### config.mk
export PLATFORM = sky130hd
export DESIGN_NAME = pipe_stage_ctrl_flat
export DESIGN_NICKNAME = d
export VERILOG_FILES = /design/src/rtl/pipe_stage_ctrl_if.sv /design/src/rtl/pipe_stage_ctrl.sv /design/src/flat_wrapper.sv
export SDC_FILE = /design/constraint.sdc
export NUM_CORES = 1
export LEC_CHECK = 0
export ABC_AREA = 1
export ABC_CLOCK_PERIOD_IN_PS = 27500
export CORE_AREA = 2 2 516 518
export CTS_CLUSTER_SIZE = 20
export DETAILED_ROUTE_END_ITERATION = 12
export DIE_AREA = 0 0 518 520
export GPL_TIMING_DRIVEN = 0
export PLACE_DENSITY = 0.37
export SYNTH_ARGS = -nofsm -noshare
export SYNTH_HDL_FRONTEND = slang
export SYNTH_SLANG_ARGS = --single-unit
### constraint.sdc
create_clock -name i_clk -period 27.5 [get_ports i_clk]
set_input_delay 5.5 -clock i_clk [delete_from_list [all_inputs] [get_ports i_clk]]
set_output_delay 5.5 -clock i_clk [all_outputs]
set_load 0.01 [all_outputs]
### src/rtl/pipe_stage_ctrl_if.sv
// Bundle of slot payloads, hazard requests and PC enable exchanged between
// the MIPS datapath (master) and the inter-stage register controller (slave).
interface pipe_stage_ctrl_if #(
  parameter int NB_STAGES = 4,
  parameter int NB_DATA   = 160
);
  logic [NB_STAGES*NB_DATA-1:0] i_stage_data;
  logic                         i_stall_req;
  logic [NB_STAGES-1:0]         i_flush_req;
  logic                         i_halt_detect;
  logic [NB_STAGES*NB_DATA-1:0] o_stage_data;
  logic [NB_STAGES-1:0]         o_stage_valid;
  logic                         o_pc_en;

  modport master (
    output i_stage_data, i_stall_req, i_flush_req, i_halt_detect,
    input  o_stage_data, o_stage_valid, o_pc_en
  );

  modport slave (
    input  i_stage_data, i_stall_req, i_flush_req, i_halt_detect,
    output o_stage_data, o_stage_valid, o_pc_en
  );
endinterface

### src/rtl/pipe_stage_ctrl.sv
// Uniform inter-stage register bank (IF/ID .. MEM/WB) with stall, flush and
// bubble handling, gated by a run/step/drain/halt sequencer and cycle counter.
module pipe_stage_ctrl #(
  parameter int NB_STAGES = 4,
  parameter int NB_DATA   = 160,
  parameter int NB_CNT    = 32
) (
  input  logic                i_clk,
  input  logic                i_rst,
  input  logic                i_mode,
  input  logic                i_step,
  pipe_stage_ctrl_if.slave    bus,
  output logic [1:0]          o_state,
  output logic                o_halted,
  output logic [NB_CNT-1:0]   o_cycle_count
);

  typedef enum logic [1:0] {
    ST_RUN       = 2'd0,
    ST_WAIT_STEP = 2'd1,
    ST_DRAIN     = 2'd2,
    ST_HALTED    = 2'd3
  } state_t;

  localparam int DRAIN_W = (NB_STAGES > 2) ? $clog2(NB_STAGES) : 1;

  state_t               state_q, state_d;
  logic [DRAIN_W-1:0]   drain_q, drain_d;
  logic [NB_CNT-1:0]    cnt_q;
  logic                 adv;
  logic                 halt_accept;

  logic [NB_DATA-1:0]   slot_data_p0 [NB_STAGES];
  logic [NB_STAGES-1:0] vld_p0;
  logic [NB_DATA-1:0]   slot_data_d  [NB_STAGES];
  logic [NB_STAGES-1:0] vld_d;

  function automatic logic [NB_CNT-1:0] sat_inc(input logic [NB_CNT-1:0] v);
    return (&v) ? v : v + NB_CNT'(1);
  endfunction

  // Advance gate and halt acceptance
  always_comb begin
    adv = 1'b0;
    unique case (state_q)
      ST_RUN:       adv = 1'b1;
      ST_WAIT_STEP: adv = i_step;
      ST_DRAIN:     adv = 1'b1;
      ST_HALTED:    adv = 1'b0;
      default:      adv = 1'b0;
    endcase
  end

  assign halt_accept = adv & bus.i_halt_detect & vld_p0[0] & ~bus.i_stall_req
                     & ~bus.i_flush_req[1] & (state_q != ST_DRAIN);

  // PC must stay frozen while reset is asserted even though the FSM reads RUN.
  assign bus.o_pc_en = ~i_rst & adv & ~bus.i_stall_req
                     & (state_q != ST_DRAIN) & ~halt_accept;

  // Slot next-value selection: flush > stall hold/bubble > drain bubble > load
  always_comb begin
    for (int k = 0; k < NB_STAGES; k++) begin
      slot_data_d[k] = slot_data_p0[k];
      vld_d[k]       = vld_p0[k];
      if (adv) begin
        if (bus.i_flush_req[k]) begin
          slot_data_d[k] = '0;
          vld_d[k]       = 1'b0;
        end else if (k == 0 && bus.i_stall_req) begin
          slot_data_d[k] = slot_data_p0[k];
          vld_d[k]       = vld_p0[k];
        end else if (k == 1 && bus.i_stall_req) begin
          slot_data_d[k] = '0;
          vld_d[k]       = 1'b0;
        end else if (k == 0 && (state_q == ST_DRAIN || halt_accept)) begin
          slot_data_d[k] = '0;
          vld_d[k]       = 1'b0;
        end else begin
          slot_data_d[k] = bus.i_stage_data[k*NB_DATA +: NB_DATA];
          vld_d[k]       = 1'b1;
        end
      end
    end
  end

  // Stage register bank
  always_ff @(posedge i_clk or posedge i_rst) begin
    if (i_rst) begin
      for (int k = 0; k < NB_STAGES; k++) begin
        slot_data_p0[k] <= '0;
      end
      vld_p0 <= '0;
    end else begin
      slot_data_p0 <= slot_data_d;
      vld_p0       <= vld_d;
    end
  end

  for (genvar g = 0; g < NB_STAGES; g++) begin : g_out
    assign bus.o_stage_data[g*NB_DATA +: NB_DATA] = slot_data_p0[g];
  end
  assign bus.o_stage_valid = vld_p0;

  // Sequencer next state; an accepted halt overrides any mode change.
  always_comb begin
    state_d = state_q;
    drain_d = drain_q;
    if (halt_accept) begin
      state_d = ST_DRAIN;
      drain_d = DRAIN_W'(NB_STAGES - 1);
    end else begin
      unique case (state_q)
        ST_RUN: begin
          if (i_mode) state_d = ST_WAIT_STEP;
        end
        ST_WAIT_STEP: begin
          if (!i_mode) state_d = ST_RUN;
        end
        ST_DRAIN: begin
          if (adv) begin
            drain_d = drain_q - DRAIN_W'(1);
            if (drain_q == DRAIN_W'(1)) state_d = ST_HALTED;
          end
        end
        ST_HALTED: state_d = ST_HALTED;
        default:   state_d = ST_RUN;
      endcase
    end
  end

  always_ff @(posedge i_clk or posedge i_rst) begin
    if (i_rst) begin
      state_q <= ST_RUN;
      drain_q <= '0;
      cnt_q   <= '0;
    end else begin
      state_q <= state_d;
      drain_q <= drain_d;
      if (adv) cnt_q <= sat_inc(cnt_q);
    end
  end

  assign o_state       = state_q;
  assign o_halted      = (state_q == ST_HALTED);
  assign o_cycle_count = cnt_q;

endmodule

### src/flat_wrapper.sv
// flat-port wrapper written by rule: the top's interface ports become plain ports
module pipe_stage_ctrl_flat 
#(
  parameter int NB_STAGES = 4,
  parameter int NB_DATA   = 160,
  parameter int NB_CNT    = 32
)
  (i_clk, i_rst, i_mode, i_step, o_state, o_halted, o_cycle_count, bus_i_stage_data, bus_i_stall_req, bus_i_flush_req, bus_i_halt_detect, bus_o_stage_data, bus_o_stage_valid, bus_o_pc_en);
  pipe_stage_ctrl_if #(.NB_STAGES(NB_STAGES), .NB_DATA(NB_DATA)) bus_i ();
  input  logic i_clk;
  input  logic i_rst;
  input  logic i_mode;
  input  logic i_step;
  output logic [1:0] o_state;
  output logic o_halted;
  output logic [NB_CNT-1:0] o_cycle_count;
  input wire logic [$bits(bus_i.i_stage_data)-1:0] bus_i_stage_data;
  input wire logic [$bits(bus_i.i_stall_req)-1:0] bus_i_stall_req;
  input wire logic [$bits(bus_i.i_flush_req)-1:0] bus_i_flush_req;
  input wire logic [$bits(bus_i.i_halt_detect)-1:0] bus_i_halt_detect;
  output wire logic [$bits(bus_i.o_stage_data)-1:0] bus_o_stage_data;
  output wire logic [$bits(bus_i.o_stage_valid)-1:0] bus_o_stage_valid;
  output wire logic [$bits(bus_i.o_pc_en)-1:0] bus_o_pc_en;
  assign bus_i.i_stage_data = bus_i_stage_data;
  assign bus_i.i_stall_req = bus_i_stall_req;
  assign bus_i.i_flush_req = bus_i_flush_req;
  assign bus_i.i_halt_detect = bus_i_halt_detect;
  assign bus_o_stage_data = bus_i.o_stage_data;
  assign bus_o_stage_valid = bus_i.o_stage_valid;
  assign bus_o_pc_en = bus_i.o_pc_en;
  pipe_stage_ctrl #(.NB_STAGES(NB_STAGES), .NB_DATA(NB_DATA), .NB_CNT(NB_CNT)) u_core (.i_clk(i_clk), .i_rst(i_rst), .i_mode(i_mode), .i_step(i_step), .bus(bus_i), .o_state(o_state), .o_halted(o_halted), .o_cycle_count(o_cycle_count));
endmodule
Word-level counts from Yosys, hierarchy flattened
Cells that the tools add are included.
{ "classes": {"addsub": 2, "eq_ne": 10, "muxes": 24, "bitwise_logic": 14, "reduce_logical": 10} }
{ "ops": {"columns": ["operator", "n"], "rows": [
  ["two-way mux 160 bit", 7],
  ["adder 32 x 1 -> 32 bit (second input constant)", 1],
  ["AND reduction 32 bit", 1],
  ["two-way mux 2 bit", 8],
  ["AND 1 bit", 9],
  ["!= test 3 x 2 -> 1 bit (second input constant)", 3],
  ["one-hot mux 2 bit (4 select lines)", 1],
  ["two-way mux 1 bit", 7],
  ["AND reduction 2 bit", 3],
  ["NOT 1 bit", 5],
  ["equality test 2 x 1 -> 1 bit (second input constant)", 2],
  ["equality test 2 bit (second input constant)", 2],
  ["AND reduction 4 bit", 1],
  ["nonzero test 2 bit", 2],
  ["!= test 3 x 1 -> 1 bit (second input constant)", 1],
  ["one-hot mux 1 bit (3 select lines)", 1],
  ["zero test 2 bit", 1],
  ["!= test 2 x 1 -> 1 bit (second input constant)", 1],
  ["!= test 2 bit (second input constant)", 1],
  ["OR reduction 2 bit", 1],
  ["subtractor 2 x 1 -> 2 bit (second input constant)", 1],
  ["logical OR 1 bit", 1]
]} }
{ "word_totals": {"ff_bits": 680, "output_inout_bits": 680, "wordCells": 69} }

Longest topological paths before layout
{ "logic_depth": {"word_depth": 12, "mapped_depth": 11, "depth_no_buf": 10} }

Least setup slack after synthesis
OpenSTA, ideal clock, no wires.
{ "synth_timing": {"path_kind": "input to output", "start": "input i_rst", "end": "output bus_o_pc_en", "arrival_time_ps": 20435, "slack_ps": 1565, "path_stages": 3, "n_path_buf": 0, "cell_sequence": "inv_1 nand2_1 nor3_1"} }
{ "synth_between": {"elab_chain_cells": 5} }
{ "synth_lines": {"columns": ["item", "line_no", "source"], "rows": [
  ["start: declaration", "flat_wrapper.sv:11", "input logic i_rst;"],
  ["NOT 1 bit", "pipe_stage_ctrl.sv:58", "assign bus.o_pc_en = ~i_rst & adv & ~bus.i_stall_req"],
  ["AND 1 bit (2 in a row)", "pipe_stage_ctrl.sv:58", null],
  ["AND 1 bit (2 in a row)", "pipe_stage_ctrl.sv:59", "& (state_q != ST_DRAIN) & ~halt_accept;"],
  ["end: declaration", "flat_wrapper.sv:23", "output wire logic [$bits(bus_i.o_pc_en)-1:0] bus_o_pc_en;"]
]} }
Every way passes these cells.

Worst setup path in the final report
Ends and elaborated chain as after synthesis.

==> metrics.md <==
| Metric | Value |
|---|---|
| Crit end category | primary output |
| RSZ-0062 raised after global routing | false |
| Place WS | ~13 ns |
| Die area | 269400 sq um |
| Final core utilization | a little under a fifth |
| Antenna violations before repair | between 60 and 70 |
| Power Total | 2.580 mW |
| First-pass GRT wire length | 248100 microns |
| Setup ws final | 13.51 ns |
| Internal Power | about 1.9 mW |
| H-tree Lvls | 3 |
| Hold WC Path Type | flip-flop to flip-flop |
| Rel. slew slack | 26.46% |
| Arrival time worst endpoint | 8.50 ns |
| # setup viols final | 0 |
| Clock sinks | 680 |
| Synthesized net count | 3774 |
| Die Width | approximately 520 microns |
| Fin nets | 5202 |
| Buffer depth of the longest clock path | 3 |
| Remaining antenna violation count | 0 |
| Final hold viol count | 0 |
| Non-Filler Instances | 8163 |
| Post-CTS Hold Fix Bufs | 0 |
| IO Port Bufs | 1329 |
| CP max stage delay | 0.63 ns |
| Synth Register Bits | slightly below 700 |
| Post-synthesis sequential area ratio | 62.69% |
| Worst-margin pin slew | 1.103 ns |
| Die height | 520 microns |
| Area Overhead vs Synth | 77.50% |
| Clock power share | 48.0% |
| Worst skew pair latency | 0.74 ns |
| Final HPWL DP | 154500 microns |
| DRT iter0 DRCs | 1721 |
| Synth Instances | 3122 |
| Crit path required time | between 20 and 25 ns |
| Fin crit period | between 10 and 15 ns |
| Final period util | 50.89% |
| Peak VDD IR | around 42 uV |
| Power share of the combinational group | 11.0% |
| Core area | 263900 sq um |
| Placed cell count | between 7k and 8k |
| Via/cell ratio | 3.299 |
| Max-Cap Viols | 0 |
| Commonest non-fill, non-tap cell in the layout | clkdlybuf4s50_1 |
| Starting Density | between 10 and 15% |
| Outcome | finished clean |
| Reg2Reg Setup Slack | 24.29 ns |
| Yosys cell types | 28 |
| IO Pins | roughly 1.3k |
| Gr usage total | between 10% and 20% |
| CTS tree | built |
| DR vias | 26.93k |
| Routed length per instance | roughly 23 microns |
| Syn_area_per_cell | 8.694 sq um |
| Row Count | 189 |
| Final wirelength | 184300 microns |
| Sequential share of power | a little over 40% |
| Post-CTS setup buffer count | 0 |
| Clock skew | 0.04542 ns |
| Count of pins over their slew limit | 0 |
| Net Sw Power | 0.6686 mW |
| Critical path peak fanout | 109 |
| Number of buffers created by CTS | 89 |
| Synthesis Warnings | 0 |
| PD cells | about 54 nW/um^2 |
| Layout cells sized above 1 | under 10% |
| Worst path slowest cell | clkdlybuf4s50_1 |
| Vias in the first global route | 27.82k |
| Critical-path cell list | clkdlybuf4s50_1, inv_8, buf_16, buf_16, nand2_1, nor3_1, clkdlybuf4s50_1 |
| Max Clk Rate | 0.07145 GHz |
| Most frequent cells in the layout | clkdlybuf4s50_1 (1329), nand2_1 (1325), dfrtp_1 (680), inv_1 (355), o21ai_0 (318) |
| Largest net degree at the start of global routing | 112 |
| Remaining Overflow, GRT | 0 |
| Drt pass-1 iters | 6 |
| Critical path class | input port to primary output |
| Leak | 22.06 nW |
| CTS resizes | 0 |
| Clock-pin slew on the worst setup and hold paths | 0.06 ns |
| Mapped cell area | 27140 sq um |
| Crit start category | input port |
| Net Sw Frac | 25.92% |
| Residual DRC | 0 |
| Setup_tns | 0 ns |
| RD Place Congestion | 0.9366 |
| Clk root buf | clkbuf_16 |
flip-flops by register name, indices dropped and copies added, names as in the netlist:
signal                    count
u_core.bus.o_stage_data     640
u_core.o_cycle_count         32
u_core.bus.o_stage_valid      4
u_core.drain_q                2
u_core.o_state                2
worst max-delay path: cells and delay by family:
kind                   cells  cell delay [ns]
buffers and inverters      5             2.39
AND/OR/NAND/NOR            2             0.34
per-layer routing:
layer / share of wire, % / global-route usage, % / vias to the layer above
met1: 39 / 15.40 / 12980
met4: 2.0 / 2.750 / 36
met2: 47 / 22.32 / 1240
li1: - / - / 12460
met5: 0.12 / 0 / -
met3: 12 / 6.221 / 213
power by group through the flow:
stage	Clock, mW	Combinational (mW)	Sequential [mW]
floorplan	0	0.0500	1.09
global placement	0	0.288	1.08
detailed placement	0	0.291	1.07
CTS	1.29	0.292	1.06
global route	1.32	0.308	1.06
finish	1.24	0.285	1.06
cells by family (layout without fill, tap and decap cells):
kind of cell               count (synthesis)  in the layout  synth area share, %
adders and majority gates                  2              2              0.09218
other                                      0             10                    0
buffers and inverters                    523           2021                7.850
xor gates and xnor gates                  14             14               0.4517
and+or+nand+nor                         1571           1571                22.72
DFF                                      680            680                62.69
AOI/OAI and AO/OA                        332            332                6.195
stage by stage:
step           cell area (sq um)  hold slack [ns]
2_1_floorplan              27140           0.4461
3_5_place_dp               45080           0.4641
3_3_place_gp               44870           0.4622
5_1_grt                    48160           0.4938
4_1_cts                    48150           0.4798
6_report                   48180           0.4758
cell usage after synthesis, drive strengths merged:
library cell,instances,area [sq um]
nand2,1328,4992
dfrtp,680,17020
inv,359,1348
o21ai,328,1657
nand3,175,875.8
clkbuf,94,352.8
buf,70,430.4
nor2,58,232.7
xor2,9,78.83
nand4,6,43.79
xnor2,5,43.79
a21oi,3,18.77
ha,2,25.02
nor3,2,10.01
or2,2,12.51
o22ai,1,6.260
worst paths after layout:
check,startpoint,to,depth (start not counted)
max in group asynchronous,i_rst,u_core.bus.o_stage_data[237],5
hold reg to reg,u_core.bus.o_stage_data[71],u_core.bus.o_stage_data[71],2
min in group asynchronous,i_rst,u_core.bus.o_stage_data[628],2
setup reg to reg,u_core.o_state[0],u_core.bus.o_stage_data[240],7
hold / removal,u_core.bus.o_stage_data[71],u_core.bus.o_stage_data[71],2
setup / recovery,i_rst,bus_o_pc_en,7
final cells by class:
class	count	area, sq um
timing repair buffer	1337	13500
tap	3533	4420
multi-input combinational	1919	8004
inverter	359	1355
sequential	680	17020
buffer	164	784.5
clock inverter	25	366.6
antenna	10	25.02
clock buffer	136	2705
fill	29690	215700
Note: power is estimated with default switching activity, not from simulation.
